File: config.mk
export PLATFORM = sky130hd
export DESIGN_NAME = ram_pair_sum_master
export DESIGN_NICKNAME = d
export VERILOG_FILES = /design/src/rtl/ram_pair_sum_master.sv
export SDC_FILE = /design/constraint.sdc
export NUM_CORES = 1
export LEC_CHECK = 0
export CORE_UTILIZATION = 50
export CTS_CLUSTER_DIAMETER = 150
export DETAILED_ROUTE_END_ITERATION = 10
export GPL_TIMING_DRIVEN = 0
export HOLD_SLACK_MARGIN = 0.08
export PLACE_DENSITY = 0.81
export SETUP_SLACK_MARGIN = 0.4
export SYNTH_ARGS = -nofsm -noshare
export SYNTH_HDL_FRONTEND = slang
export SYNTH_SLANG_ARGS = --single-unit
File: constraint.sdc
create_clock -name clk -period 3.53 [get_ports clk]
set_input_delay 0.353 -clock clk [delete_from_list [all_inputs] [get_ports clk]]
set_output_delay 0.353 -clock clk [all_outputs]
set_load 0.03 [all_outputs]
File: src/rtl/ram_pair_sum_master.sv
// ram_pair_sum_master
// Bus initiator for the 1024x10 paired-read scratch RAM. On start it reads an
// operand pointer from address 0, fetches the two operands at ptr and ptr+1,
// adds them as 10-bit two's complement and writes the sum to ptr+2.
// All address arithmetic wraps modulo 1024.
//
// Optional feature macro: RAM_PAIR_FETCH_EN
//   When defined, an even pointer lets both operands come from the single
//   aligned pair read in OPA, so the OPB state is skipped.
//
// Handshake: start is sampled only in IDLE; busy is high in every other state;
// done pulses for one cycle once the write-back edge has happened. result and
// overflow are valid from the done cycle until the next write-back.
// state_dbg exposes the FSM state encoding for checkers.
module ram_pair_sum_master (
  input  logic        clk,
  input  logic        rst_n,
  input  logic        start,
  output logic        busy,
  output logic        done,
  output logic [9:0]  result,
  output logic        overflow,
  output logic [9:0]  mem_addr,
  output logic        mem_we,
  output logic [19:0] mem_wdata,
  input  logic [19:0] mem_rdata,
  output logic [2:0]  state_dbg
);

  typedef enum logic [2:0] {
    S_IDLE  = 3'd0,
    S_PTR   = 3'd1,
    S_OPA   = 3'd2,
    S_OPB   = 3'd3,
    S_WRITE = 3'd4,
    S_DONE  = 3'd5
  } state_t;

  state_t     state;
  logic [9:0] ptr;
  logic [9:0] op_a;
  logic [9:0] op_b;
  logic [9:0] sum;
  logic       sum_ovf;
  logic [9:0] ptr_p1;
  logic [9:0] ptr_p2;

  // Operand sum and signed-overflow flag (same-sign inputs, different-sign sum).
  always_comb begin
    sum     = op_a + op_b;
    sum_ovf = (op_a[9] == op_b[9]) && (sum[9] != op_a[9]);
    ptr_p1  = ptr + 10'd1;
    ptr_p2  = ptr + 10'd2;
  end

  // Bus drive is a pure decode of state and registered pointer/sum, so an
  // asynchronous reset drops mem_we without waiting for a clock edge.
  always_comb begin
    mem_addr  = 10'd0;
    mem_we    = 1'b0;
    mem_wdata = 20'd0;
    case (state)
      S_OPA:   mem_addr = ptr;
      S_OPB:   mem_addr = ptr_p1;
      S_WRITE: begin
        mem_addr  = ptr_p2;
        mem_we    = 1'b1;
        mem_wdata = {sum, 10'd0};
      end
      default: mem_addr = 10'd0;
    endcase
  end

  assign state_dbg = state;

  // Main FSM with registered busy/done/result/overflow and operand capture.
  always_ff @(posedge clk or negedge rst_n) begin
    if (!rst_n) begin
      state    <= S_IDLE;
      busy     <= 1'b0;
      done     <= 1'b0;
      result   <= 10'd0;
      overflow <= 1'b0;
      ptr      <= 10'd0;
      op_a     <= 10'd0;
      op_b     <= 10'd0;
    end else begin
      case (state)
        S_IDLE: begin
          done <= 1'b0;
          if (start) begin
            state <= S_PTR;
            busy  <= 1'b1;
          end
        end
        S_PTR: begin
          ptr   <= mem_rdata[9:0];
          state <= S_OPA;
        end
        S_OPA: begin
          // Lane is picked by the low address bit of the read.
          op_a  <= ptr[0] ? mem_rdata[19:10] : mem_rdata[9:0];
          state <= S_OPB;
`ifdef RAM_PAIR_FETCH_EN
          if (!ptr[0]) begin
            // Aligned pointer: the pair read already holds both operands.
            op_b  <= mem_rdata[19:10];
            state <= S_WRITE;
          end
`endif
        end
        S_OPB: begin
          op_b  <= ptr_p1[0] ? mem_rdata[19:10] : mem_rdata[9:0];
          state <= S_WRITE;
        end
        S_WRITE: begin
          result   <= sum;
          overflow <= sum_ovf;
          done     <= 1'b1;
          state    <= S_DONE;
        end
        S_DONE: begin
          done  <= 1'b0;
          busy  <= 1'b0;
          state <= S_IDLE;
        end
        default: begin
          done  <= 1'b0;
          busy  <= 1'b0;
          state <= S_IDLE;
        end
      endcase
    end
  end

endmodule

==> run summary <==
Post-layout min period - 3.03 ns
Critical-path maximum fanout - 5
DR vias - 2560
Largest cells by area after synthesis - dfrtp_1 (40%), mux2i_1 (7.3%), ha_1 (4.8%)
Die width - 77.7 µm
Xor/xnor share of the synthesized area - 2.14%
Worst path bufs/invs - 1
Pre-CTS WS - 0.649 ns
Power per cell area - 1010 nW/µm²
Clock transition at the registers of the reported paths - 0.08 ns
Grt met1 use - 33.3%
Grt peak-use layer - met2
Clk sinks - 46
Filler cell count - 465
Post-synthesis mux area share - 12.0%
Largest family of logic cells by synthesized area - compound AO/OA/AOI/OAI gates
Slew Viols, Final - 0
Dpl hpwl - 5270 µm
Residual DRC count - 0
FP Rows - 27
Arrival time worst endpoint - 2.68 ns
Tcrit/Tclk final - 85.9%
Slowest library cell on the worst path - clkdlybuf4s50_1
WP data required - 3.18 ns
Leak - 1.73 nW
TritonCTS Buffers - 5
Port bufs - 59
Worst min path class - reg2reg
Synth area leader - dfrtp_1
Crit end category - output port
Synth Area in Compound Gates - 17.5%
RSZ-0062 raised after global routing - false
Total number of yosys warnings - 0
Critical path, cell by cell - ha_1 -> a21o_1 -> a21oi_1 -> a21oi_1 -> nand4b_1 -> nand2_1 -> clkdlybuf4s50_1
Largest net degree at the start of global routing - 25
Layout cell share with drive strength beyond 1 - 10.8%
Slew @ Worst Pin - 0.755 ns
Area share of fa/ha/maj cells after synthesis - 5.50%
Final cell count without fillers - 460
Initial antenna violation count - 0
Die H - 77.7 µm
Routability-driven placement congestion ratio - 0.846
Total wire length - 6980 µm
CTS tree - yes
Initial Util - 52.1%
Detailed Route Iter0 Violations - 206
Synth top area share - 40.2%
Total GRT Usage - 24.3%
Initial DRT Pass Iterations - 4
Post-Syn Area - 2870 µm²
Routed wire per std cell - 15.2 µm
Most used cell, CP - a21oi_1
#FFs+latches synth - 46
Distinct cells, synth - 45
Vias in the first global route - 2324
Setup ws final - 0.496 ns
Type of the worst setup path - reg2out
Met2 usage - 39.2%
# nets final - 423
Average cell area after synthesis - 9.22 µm²
Top-count cell post-synth - dfrtp_1
Number of top-level pins - 70
Startpoint types - flip-flop
Die Footprint - 6040 µm²
Inserted Diodes - 0
Synth async-reset ratio - 100%
Clock skew - 0.00505 ns
Max Root-Sink Buffers - 2
Core area - 5510 µm²
Total power - 3.75 mW
Total gr overflow - 0
EDFF count, synth - 0
Slew margin rel. - 49.7%
Ys flop type - dfrtp_1
First-pass GRT wire length - 11400 µm
Vias per cell - 5.57
Hold path startpoint - result[2]
Commonest cells post-synth - dfrtp_1 (46), nand2_1 (32), o21ai_0 (25), nor2_1 (23)
Fmax - 330 MHz
Peak VDD IR - 0.464 mV
Final setup violation count - 0
Placed cell count - 452
Worst r2r src - op_a[3]
Layout area overhead - 29.3%
Clock Latency Late Sink - 0.31 ns
Post-CTS Setup Bufs - 0
Grt met3 use - 4.00%
Post-synthesis sequential area ratio - 40.2%
Endpoints failing hold - 0
Max-cap violations - 0
Crit path largest cell delay - 0.67 ns
CTS root buf - clkbuf_8
Setup TNS - 0 ns
Worst path top cell family by delay - buffers and inverters
Antenna Nets Post-Route - 0
Simple logic cell fraction of the synthesized area - 15.8%
CTS HTree Levels - 2
Crit path from - op_a[3]
Post-route cell area - 3710 µm²
Area after DPL - 3600 µm²
Post-Synthesis Cells - 311
Status - finished, final reports clean
==> cell type report <==
class,count,area [µm²],share of cell area [%]
timing repair buffer,61,632,17.0
multi-input combinational,237,1560,42.1
buffer,29,165,4.46
tap,72,90.1,2.43
inverter,8,30.0,0.810
clock buffer,5,68.8,1.86
sequential,46,1150,31.1
clock inverter,2,10.0,0.270
==> worst paths after layout <==
path | cells past startpoint | to | slack (ns)
worst max-delay path | 7 | mem_wdata[17] | 0.50
worst min register to register | 1 | result[2] | 0.48
worst max register to register | 6 | overflow | 1.48
min in group asynchronous | 2 | result[6] | 0.58
max in group asynchronous | 3 | op_b[5] | 2.43
worst min-delay path | 1 | result[2] | 0.48
==> power breakdown <==
| part | switching (mW) | internal [mW] |
|---|---|---|
| Sequential | 0.197 | 0.785 |
| Clock | 0.179 | 0.133 |
| Combinational | 1.43 | 1.03 |
==> through the flow <==
| stage | util, % | hold slack (ns) |
|---|---|---|
| after floorplan | - | 0.0574 |
| after global placement | 65.0 | 0.460 |
| after detailed placement | 65.4 | 0.388 |
| after CTS | 67.1 | 0.483 |
| after global routing | 67.3 | 0.501 |
| final | 67.3 | 0.481 |
==> kinds of logic (layout without fill, tap and decap cells) <==
logic type                 count (synthesis)  after routing
xor gates and xnor gates                   7              7
DFF                                       46             46
muxes                                     33             33
other                                      1             10
buffers and inverters                     37            105
AOI/OAI and AO/OA                         83             83
adders and majority gates                 12             12
and+or+nand+nor                           92             92
==> repair_timing <==
action,4_1_cts,5_1_grt
gates resized for setup,2,6
setup endpoints to repair,2,5
endpoints found under the hold margin,23,0
hold buffers,1,0
==> cells in the final DEF, fill, tap and decap left out, types with 2 or more instances in the layout <==
| cell | synthesis | layout |
|---|---|---|
| mux2i_1 | 21 | 21 |
| and2_1 | 2 | 2 |
| xor2_1 | 5 | 5 |
| a21o_1 | 9 | 9 |
| clkbuf_8 | 0 | 5 |
| nand4_1 | 2 | 2 |
| clkbuf_1 | 13 | 12 |
| nand3_1 | 7 | 7 |
| buf_4 | 12 | 12 |
| buf_2 | 2 | 3 |
| conb_1 | 1 | 10 |
| dlymetal6s2s_1 | 0 | 4 |
| or2_2 | 2 | 2 |
| o21ai_0 | 25 | 25 |
| o22ai_1 | 6 | 6 |
| nor2b_1 | 5 | 5 |
| nand2b_1 | 2 | 2 |
| nor3_1 | 2 | 2 |
| clkinv_2 | 0 | 2 |
| mux2_2 | 12 | 12 |
| nand2_1 | 32 | 32 |
| nor2_1 | 23 | 23 |
| xnor2_1 | 2 | 2 |
| nor3b_1 | 6 | 6 |
| a211oi_1 | 5 | 5 |
| or3_1 | 2 | 2 |
| clkdlybuf4s50_1 | 0 | 53 |
| dfrtp_1 | 46 | 46 |
| a31oi_1 | 4 | 4 |
| a22oi_1 | 6 | 6 |
| inv_1 | 8 | 8 |
| ha_1 | 11 | 11 |
| a21oi_1 | 21 | 20 |
| o211ai_1 | 2 | 2 |
==> layer usage <==
metal | wire length [µm] | up-vias
met5 | 0 | -
met4 | 121 | 0
met3 | 353 | 12
met2 | 3360 | 82
met1 | 3140 | 1223
li1 | - | 1243
==> registers in the layout, indices dropped and copies added (netlist names) <==
signal,count
op_a,10
op_b,10
ptr,10
result,10
state_dbg,3
busy,1
done,1
overflow,1
Note: power is estimated with default switching activity, not from simulation.
==> edit, RTL diff (config.mk and constraints unchanged) <==
Register the output `result` once more, with the module's reset; this adds one clock of latency there. The other outputs are not delayed to match. Comments in the files are not updated.
--- a/src/rtl/ram_pair_sum_master.sv
+++ b/src/rtl/ram_pair_sum_master.sv
@@ -35,6 +35,8 @@
     S_WRITE = 3'd4,
     S_DONE  = 3'd5
   } state_t;
+
+  logic [9:0] result_s0;
 
   state_t     state;
   logic [9:0] ptr;
@@ -79,7 +81,7 @@
       state    <= S_IDLE;
       busy     <= 1'b0;
       done     <= 1'b0;
-      result   <= 10'd0;
+      result_s0 <= 10'd0;
       overflow <= 1'b0;
       ptr      <= 10'd0;
       op_a     <= 10'd0;
@@ -114,7 +116,7 @@
           state <= S_WRITE;
         end
         S_WRITE: begin
-          result   <= sum;
+          result_s0 <= sum;
           overflow <= sum_ovf;
           done     <= 1'b1;
           state    <= S_DONE;
@@ -133,5 +135,13 @@
     end
   end
 
+  always_ff @(posedge clk or negedge rst_n) begin
+    if (!rst_n) begin
+      result <= '0;
+    end else begin
+      result <= result_s0;
+    end
+  end
+
 endmodule
 
Behaviour: not the same (a bounded check fails within 10 cycles, from zero or initial values and one cycle with rst_n low).
==> edit against the original RTL <==
Setup slack better by 0.028 ns; sequential share of layout area is 3.9 points higher; register-to-register slack worse by 0.11 ns; via count is 1.3% higher; cell area is 8.1% higher; critical endpoint unchanged; critical path type unchanged; total power is 6.7% higher; synthesized area is 10% higher; wire length is 2.4% higher; sequential cell count is 10 higher; critical path depth stayed put.
==> edit: results (changes against the original RTL) <==
| Metric | Value |
|---|---|
| Inverter count | `9 (+1)` |
| Slew HR | `47.5% (-2.1 points)` |
| R2R Path Start | `op_a[0]$_DFFE_PN0N_` |
| Hold Path End | `result[9]$_DFF_PN0_` |
| Synth top cells by count | `dfrtp_1 (56), nand2_1 (34), nor2_1 (23), o21ai_0 (22)` |
| Mux share of post-synthesis cell area | `10.6% (-1.5 points)` |
| Peak supply drop | `593 µV (+28%)` |
| Dpl ws | `0.634 ns (-0.0150 ns)` |
| Largest net degree at the start of global routing | `32 (+28%)` |
| Outcome | `completed` |
| RePlAce Congestion | `0.833 (-1.5%)` |
| Clock skew | `0.00922 ns (+0.00417 ns)` |
| Share of cells above drive strength 1 | `12.8% (+1.9 points)` |
| Top post-synthesis cells by area | `dfrtp_1 (44%), mux2i_1 (6.7%), ha_1 (4.4%)` |
| Cells after DPL | `466 (+3.1%)` |
| Vias in the first global route | `2511 (+8.0%)` |
| Reg area | `0.00140 mm² (+22%)` |
| Via Count | `2593 (+1.3%)` |
| Hold Path Depth | `0 (-1)` |
| Capturing point of the worst reg2reg path | `result_s0[6]$_DFFE_PN0P_` |
| Dpl hpwl | `5.48 mm (+3.9%)` |
| Data buffer area share | `20.3% (-1.2 points)` |
| First-pass GRT wire length | `11.8 mm (+3.5%)` |
| Crit path DAT | `2.65 ns (-0.03 ns)` |
| Reg2Reg Depth | `8 (+2)` |
| Non-filler cells, final | `475 (+3.3%)` |
| Final hold slack | `0.380 ns (-0.101 ns)` |
| Clkbuf count | `6 (+1)` |
| Wire length on met1 | `3.18 mm (+1.3%)` |
| Final nets | `434 (+2.6%)` |
| R2r setup slk | `1.37 ns (-0.11 ns)` |
| Syn avg cell area | `9.81 µm² (+6.4%)` |
| Multi-input logic area | `0.00157 mm² (+0.48%)` |
| Met2 WL post-DR | `3.50 mm (+4.2%)` |
| Rows | `28 (+3.7%)` |
| Total Routing Usage GR | `23.5% (-0.82 points)` |
| Hold_sp | `result_s0[9]$_DFFE_PN0P_` |
| Post-DP Area | `0.00389 mm² (+8.0%)` |
| LEAKAGE | `0.00190 µW (+9.9%)` |
| Core Util, Final | `66.9% (-0.41 points)` |
| Global routing usage on met3 | `4.56% (+0.56 points)` |
| Adder-Cell Fraction of Synth Area | `4.99% (-0.51 points)` |
| DRT iter0 DRCs | `139 (-33%)` |
-- edit: cell types whose count changed after synthesis, sizes merged --
cell and delta:
mux2 -1, a22oi -1, inv +1, nand3 -1, nor2b -2, a221o +1, and2b +2, a31oi +3
or2b +2, o21ai -3, nand2 +2, nand2b -1, dfrtp +10, a221oi -1
-- edit: worst register-to-register path: cells and delay by family, from the launching register on --
| kind | cells | cell delay [ns] |
|---|---|---|
| AO/OA/AOI/OAI | 2 | 0.42 |
| adder cells (fa/ha/maj) | 2 | 0.60 |
| buffers and inverters | 1 | 0.06 |
| flip-flops | 1 | 0.37 |
| AND/OR/NAND/NOR | 3 | 0.59 |
-- edit: timing repair --
action	CTS	global route
buffers inserted	0	0
hold endpoints to repair	25	0
resized for setup	3	11
endpoints found under the setup margin	3	8
hold buffers	1	0
-- edit: power breakdown --
part	leakage (µW)	internal [µW]	switching [µW]
logic	0.00119	1050	1420
clock network	0.0000434	159	211
registers	0.000671	950	215
